### src/rtl/gpio_port_if.sv
// Bus bundle for gpio_port: write strobe, target/op select, data in/out and the
// physical output pins.
interface gpio_port_if #(
  parameter int LED_W  = 8,
  parameter int CS_W   = 2,
  parameter int GPIO_W = 22
);
  logic              EN;
  logic [1:0]        SEL;
  logic [1:0]        OP;
  logic [31:0]       PData_in;
  logic [31:0]       PData_out;
  logic [CS_W-1:0]   counter_set;
  logic [LED_W-1:0]  LED_out;
  logic [GPIO_W-1:0] GPIOf0;

  modport master (
    output EN, SEL, OP, PData_in,
    input  PData_out, counter_set, LED_out, GPIOf0
  );

  modport slave (
    input  EN, SEL, OP, PData_in,
    output PData_out, counter_set, LED_out, GPIOf0
  );
endinterface

### src/rtl/gpio_port.sv
// GPIO port: packed {GPIO, LED, counter_set} register with set/clear/toggle writes,
// plus a reloadable prescaler that blinks masked active-low LEDs. Falling-edge clocked.
module gpio_port #(
  parameter int               LED_W   = 8,
  parameter int               CS_W    = 2,
  parameter int               GPIO_W  = 22,
  parameter logic [LED_W-1:0] LED_RST = LED_W'(8'h2A),
  parameter int               PRE_W   = 24
) (
  input  logic         clk,
  input  logic         rst,
  gpio_port_if.slave   bus
);

  if (LED_W + CS_W + GPIO_W != 32) begin : g_width_chk
    $error("gpio_port: LED_W + CS_W + GPIO_W must equal 32");
  end
  if (PRE_W < 1 || PRE_W > 24) begin : g_pre_chk
    $error("gpio_port: PRE_W must be within 1..24");
  end

  function automatic logic [31:0] apply_op(input logic [31:0] old_v,
                                           input logic [31:0] data_v,
                                           input logic [1:0]  op_v);
    logic [31:0] res_v;
    case (op_v)
      2'b00:   res_v = data_v;
      2'b01:   res_v = old_v | data_v;
      2'b10:   res_v = old_v & ~data_v;
      2'b11:   res_v = old_v ^ data_v;
      default: res_v = old_v;
    endcase
    return res_v;
  endfunction

  logic [GPIO_W-1:0] gpio_q, gpio_d;
  logic [LED_W-1:0]  led_q, led_d;
  logic [CS_W-1:0]   cs_q, cs_d;
  logic [LED_W-1:0]  mask_q, mask_d;
  logic [PRE_W-1:0]  reload_q, reload_d;
  logic [PRE_W-1:0]  cnt_q, cnt_d;
  logic              phase_q, phase_d;

  logic [31:0] packed_s;
  logic [31:0] wr_s;
  logic [23:0] cnt_ext_s;

  assign packed_s  = {gpio_q, led_q, cs_q};
  assign cnt_ext_s = 24'(cnt_q);

  // Register state, falling-edge clocked with asynchronous active-low reset
  always_ff @(negedge clk or negedge rst) begin
    if (!rst) begin
      gpio_q   <= '0;
      led_q    <= LED_RST;
      cs_q     <= '0;
      mask_q   <= '0;
      reload_q <= '0;
      cnt_q    <= '0;
      phase_q  <= 1'b0;
    end else begin
      gpio_q   <= gpio_d;
      led_q    <= led_d;
      cs_q     <= cs_d;
      mask_q   <= mask_d;
      reload_q <= reload_d;
      cnt_q    <= cnt_d;
      phase_q  <= phase_d;
    end
  end

  // Next state: prescaler free-runs, then a write to the selected target overrides it
  always_comb begin
    gpio_d   = gpio_q;
    led_d    = led_q;
    cs_d     = cs_q;
    mask_d   = mask_q;
    reload_d = reload_q;
    cnt_d    = cnt_q;
    phase_d  = phase_q;
    wr_s     = 32'h0000_0000;

    if (reload_q == '0) begin
      cnt_d   = '0;
      phase_d = 1'b0;
    end else if (cnt_q == '0) begin
      cnt_d   = reload_q;
      phase_d = ~phase_q;
    end else begin
      cnt_d   = cnt_q - PRE_W'(1);
      phase_d = phase_q;
    end

    if (bus.EN) begin
      case (bus.SEL)
        2'b00: begin
          wr_s   = apply_op(packed_s, bus.PData_in, bus.OP);
          cs_d   = wr_s[CS_W-1:0];
          led_d  = wr_s[CS_W +: LED_W];
          gpio_d = wr_s[CS_W+LED_W +: GPIO_W];
        end
        2'b01: begin
          wr_s   = apply_op(32'(mask_q), bus.PData_in, bus.OP);
          mask_d = wr_s[LED_W-1:0];
        end
        2'b10: begin
          // A reload write restarts the blink cycle from the off phase
          wr_s     = apply_op(32'(reload_q), bus.PData_in, bus.OP);
          reload_d = wr_s[PRE_W-1:0];
          cnt_d    = wr_s[PRE_W-1:0];
          phase_d  = 1'b0;
        end
        default: begin
          wr_s = 32'h0000_0000;
        end
      endcase
    end else begin
      wr_s = 32'h0000_0000;
    end
  end

  // Readback of the selected target; LED field shows the register, not the gated pins
  always_comb begin
    case (bus.SEL)
      2'b00:   bus.PData_out = packed_s;
      2'b01:   bus.PData_out = 32'(mask_q);
      2'b10:   bus.PData_out = 32'(reload_q);
      2'b11:   bus.PData_out = {7'b000_0000, phase_q, cnt_ext_s};
      default: bus.PData_out = 32'h0000_0000;
    endcase
  end

  assign bus.counter_set = cs_q;
  assign bus.GPIOf0      = gpio_q;
  assign bus.LED_out     = ~(led_q & ~(mask_q & {LED_W{phase_q}}));

endmodule
### src/flat_wrapper.sv
// flat-port wrapper written by rule: the top's interface ports become plain ports
module gpio_port_flat 
#(
  parameter int               LED_W   = 8,
  parameter int               CS_W    = 2,
  parameter int               GPIO_W  = 22,
  parameter logic [LED_W-1:0] LED_RST = LED_W'(8'h2A),
  parameter int               PRE_W   = 24
)
  (clk, rst, bus_EN, bus_SEL, bus_OP, bus_PData_in, bus_PData_out, bus_counter_set, bus_LED_out, bus_GPIOf0);
  gpio_port_if #(.LED_W(LED_W), .CS_W(CS_W), .GPIO_W(GPIO_W)) bus_i ();
  input  logic clk;
  input  logic rst;
  input wire logic [$bits(bus_i.EN)-1:0] bus_EN;
  input wire logic [$bits(bus_i.SEL)-1:0] bus_SEL;
  input wire logic [$bits(bus_i.OP)-1:0] bus_OP;
  input wire logic [$bits(bus_i.PData_in)-1:0] bus_PData_in;
  output wire logic [$bits(bus_i.PData_out)-1:0] bus_PData_out;
  output wire logic [$bits(bus_i.counter_set)-1:0] bus_counter_set;
  output wire logic [$bits(bus_i.LED_out)-1:0] bus_LED_out;
  output wire logic [$bits(bus_i.GPIOf0)-1:0] bus_GPIOf0;
  assign bus_i.EN = bus_EN;
  assign bus_i.SEL = bus_SEL;
  assign bus_i.OP = bus_OP;
  assign bus_i.PData_in = bus_PData_in;
  assign bus_PData_out = bus_i.PData_out;
  assign bus_counter_set = bus_i.counter_set;
  assign bus_LED_out = bus_i.LED_out;
  assign bus_GPIOf0 = bus_i.GPIOf0;
  gpio_port #(.LED_W(LED_W), .CS_W(CS_W), .GPIO_W(GPIO_W), .LED_RST(LED_RST), .PRE_W(PRE_W)) u_core (.clk(clk), .rst(rst), .bus(bus_i));
endmodule
### config.mk
export PLATFORM = sky130hd
export DESIGN_NAME = gpio_port_flat
export DESIGN_NICKNAME = d
export VERILOG_FILES = /design/src/rtl/gpio_port_if.sv /design/src/rtl/gpio_port.sv /design/src/flat_wrapper.sv
export SDC_FILE = /design/constraint.sdc
export NUM_CORES = 1
export LEC_CHECK = 0
export CELL_PAD_IN_SITES_DETAIL_PLACEMENT = 1
export CELL_PAD_IN_SITES_GLOBAL_PLACEMENT = 2
export CORE_MARGIN = 10
export CORE_UTILIZATION = 37
export CTS_BUF_LIST = sky130_fd_sc_hd__clkbuf_8
export CTS_CLUSTER_SIZE = 25
export DETAILED_ROUTE_END_ITERATION = 10
export PLACE_DENSITY = 0.86
export SLEW_MARGIN = 20
export SYNTH_ARGS = -nofsm -noshare
export SYNTH_HDL_FRONTEND = slang
export SYNTH_SLANG_ARGS = --single-unit
export TNS_END_PERCENT = 1
### constraint.sdc
create_clock -name clk -period 3.05 [get_ports clk]
set_clock_uncertainty 0.05 [all_clocks]
set_input_delay 0.7625 -clock clk [delete_from_list [all_inputs] [get_ports clk]]
set_output_delay 0.7625 -clock clk [all_outputs]
set_load 0.01 [all_outputs]
==> flow_summary.json <==
{
  "start_util": 0.376,
  "cp_cell_sequence": "mux4_2, buf_6",
  "synth_top_flop_cell": "dfrtn_1",
  "ys_async_sr_fraction": 1.00,
  "p_per_area_mw_per_mm2": 507,
  "worstRegToRegCells": 7,
  "layout_commonest_cell": "buf_4",
  "drtAntennaViolNets": 0,
  "cap_violations": 0,
  "ir_worst_vdd_uv": 218,
  "drt-initial-drc-count": 376,
  "syn2layout_area_growth_pct": 44.9,
  "avgSynthCellArea_um2": 9.37,
  "syn_area_mm2": 0.00824,
  "coreArea_mm2": 0.0219,
  "grt_use_met1": 0.250,
  "synth_edf_count": 0,
  "post_synth_num_cell_types": 44,
  "cts_root_buf": "clkbuf_8",
  "power_frac_comb": 0.558,
  "ys_ff_latch": 89,
  "switchingPower_w": 0.00235,
  "drive_gt1_frac": 0.459,
  "final_cell_mix": "196 x buf_4, 112 x ha_1, 108 x inv_1",
  "rsz0062_at_grt": "yes",
  "post-place-cells": 1413,
  "cp_max_fo": 2,
  "critPathRequiredTime_ps": 2240,
  "first_pass_iters": 4,
  "io_pins": 103,
  "nets": 1323,
  "cts_buffer_depth": 2,
  "rr_startpoint": "u_core.cnt_ext_s[6]",
  "cp-start-kind": "register",
  "grtUsageMet2": 0.359,
  "avgRoutedWirePerCell_um": 20.4,
  "cts_sinks": 89,
  "antenna_found_initial": 1,
  "viasPerCell": 5.39,
  "slew_violations": 0,
  "max_slew_margin": 0.666,
  "cts_htree_levels": 3,
  "stdcell_count": 1439,
  "top_usage_layer": "met2",
  "num_vias": 7754,
  "fin_ws_ps": -738,
  "globalplace.congestion": 0.853,
  "critPathBufInv": 1,
  "hold-path-endpoint": "u_core.bus.GPIOf0[14]",
  "timing.rr.end": "u_core.cnt_ext_s[2]",
  "gr-total-overflow": 0,
  "synth.yosys.seq_area_share": 0.271,
  "clock_latency_ps": 370,
  "swShare": 0.389,
  "syn_nets": 1048,
  "portBuffers": 102,
  "wl_um": 29300,
  "slowest_delay_ps": 540,
  "crit_path_end_kind": "output pin",
  "cts_buffers": 9,
  "max_slew.worst_pin.slew_ps": 501,
  "yosysWarnings": 0,
  "setup_viol": 142,
  "r2r_setup_slack_ps": 360,
  "grt_pass1_wl_um": 47100,
  "row_count": 54,
  "cts_tree": "built",
  "use_met3": 0.0283,
  "die_w_um": 169,
  "finish.utilization": 0.546,
  "whs_path_depth": 3,
  "p_leak_nw": 5.70,
  "clk_pin_slew_ps": 60,
  "hpwl_um": 21700,
  "grt_max_degree": 36,
  "p_int_w": 0.00370,
  "synthCells": 879,
  "drc_errors": 0,
  "slowest_stage": "mux4_2",
  "arrival_ps": 2980,
  "dieHeight_um": 169,
  "grt_pass1_vias": 8671,
  "outcome": "complete, but fails checks",
  "worstHoldStart": "u_core.bus.GPIOf0[14]",
  "worst-setup-path-type": "register to output pin",
  "dieArea_mm2": 0.0286,
  "cpLargestDelayFamily": "multiplexers",
  "min_path_type": "register to register",
  "hold_viol": 0,
  "seqPwrFrac": 0.284,
  "finalPower_w": 0.00606,
  "holdBufCountCts": 0,
  "clockPowerShare": 0.157,
  "violations": "negative setup slack",
  "grt_use_total": 0.203
}
-- worst reg2reg max path: cells and delay by family, from the launching register on --
family | cells | cell delay (ps)
buffers and inverters | 2 | 290
AO/OA/AOI/OAI | 2 | 360
AND/OR/NAND/NOR | 3 | 1450
flip-flops | 1 | 390
-- logic make-up (layout without fill, tap and decap cells) --
family	count (synthesis)	after routing	share of synthesized area
fa+ha+maj	130	130	0.197
compound gates	183	183	0.138
simple gates	179	179	0.105
mux	84	84	0.177
buf+inv	199	478	0.0958
other cells	0	1	0
flops	89	89	0.271
xor+xnor	15	15	0.0159
-- power by group through the flow --
stage               clock network [W]  logic (W)  registers [W]
detailed placement         0.00000818    0.00313        0.00171
finish                       0.000954    0.00338        0.00172
global placement           0.00000818    0.00299        0.00169
global route                  0.00102    0.00372        0.00175
CTS                          0.000969    0.00330        0.00171
floorplan                  0.00000818    0.00141        0.00180
-- timing repair --
item	in CTS	in global routing
gates cloned	0	0
buffers inserted	6	2
pin swaps	28	10
endpoints found under the hold margin	0	0
setup endpoints to repair	153	152
resized for setup	548	82
-- worst max path at each step --
stage | end | slack (ps) | start | cells past startpoint
3_5_place_dp | u_core.cnt_ext_s[9] | -1020 | bus_PData_in[9] | 6
5_1_grt | bus_PData_out[4] | -750 | u_core.cnt_ext_s[4] | 2
3_3_place_gp | u_core.led_q[7] | -970 | bus_PData_in[9] | 6
6_report | bus_PData_out[4] | -740 | u_core.cnt_ext_s[4] | 2
2_1_floorplan | u_core.led_q[6] | -370 | bus_PData_in[8] | 5
4_1_cts | bus_PData_out[4] | -730 | u_core.cnt_ext_s[4] | 2
-- registers in the layout, indices dropped and copies added, names as in the netlist --
signal / flops
u_core.cnt_ext_s: 24
u_core.reload_q: 24
u_core.bus.GPIOf0: 22
u_core.led_q: 8
u_core.mask_q: 8
u_core.bus.counter_set: 2
u_core.phase_q: 1
-- routing by layer --
metal	vias to the layer above	wire (µm)
met5	-	0
met4	0	513
met3	35	1230
met2	157	15100
met1	3934	12500
li1	3628	-
-- area by class of cell --
class                           count  area, µm²
Fill cell                        2507       9950
Multi-Input combinational cell    591       5710
Timing Repair Buffer              322       2840
Sequential cell                    89       2230
Inverter                          138        588
Tap cell                          280        350
Clock buffer                       10        138
Clock inverter                      8       83.8
Antenna cell                        1       2.50
-- per-stage QoR --
stage / setup TNS, ps / setup WS, ps / hold WS (ps) / instance area (µm²)
final: -39060 / -738 / 559 / 11900
after global routing: -46020 / -747 / 610 / 11900
after CTS: -42660 / -735 / 564 / 11800
after detailed placement: -117020 / -1020 / 556 / 11200
after global placement: -112180 / -966 / 541 / 11200
after floorplan: -36980 / -367 / 430 / 8450
-- cells in the mapped netlist, types with 2 or more instances --
master,count,area [µm²]
nor2_1,50,188
o21ai_1,6,30.0
nor2b_1,9,56.3
inv_1,139,522
xnor2_1,6,52.6
dfrtn_1,86,2150
clkbuf_1,49,184
or3_1,3,18.8
ha_1,130,1630
or4_1,5,37.5
xor2_1,9,78.8
o31a_1,4,35.0
a211oi_1,42,315
nor4_1,19,119
buf_1,5,18.8
nor3_1,19,95.1
o21ai_0,62,310
mux2_2,16,180
dfstp_2,3,78.8
mux2i_1,20,200
nand2_1,56,210
buf_6,4,45.0
nand3b_1,2,15.0
a22o_1,16,140
o21a_1,2,15.0
nand4_1,4,25.0
mux4_2,48,1080
nand3_1,2,10.0
a21oi_1,40,200
o31ai_1,7,52.6
nor4b_1,3,26.3
(Power assumes the default switching activity.)
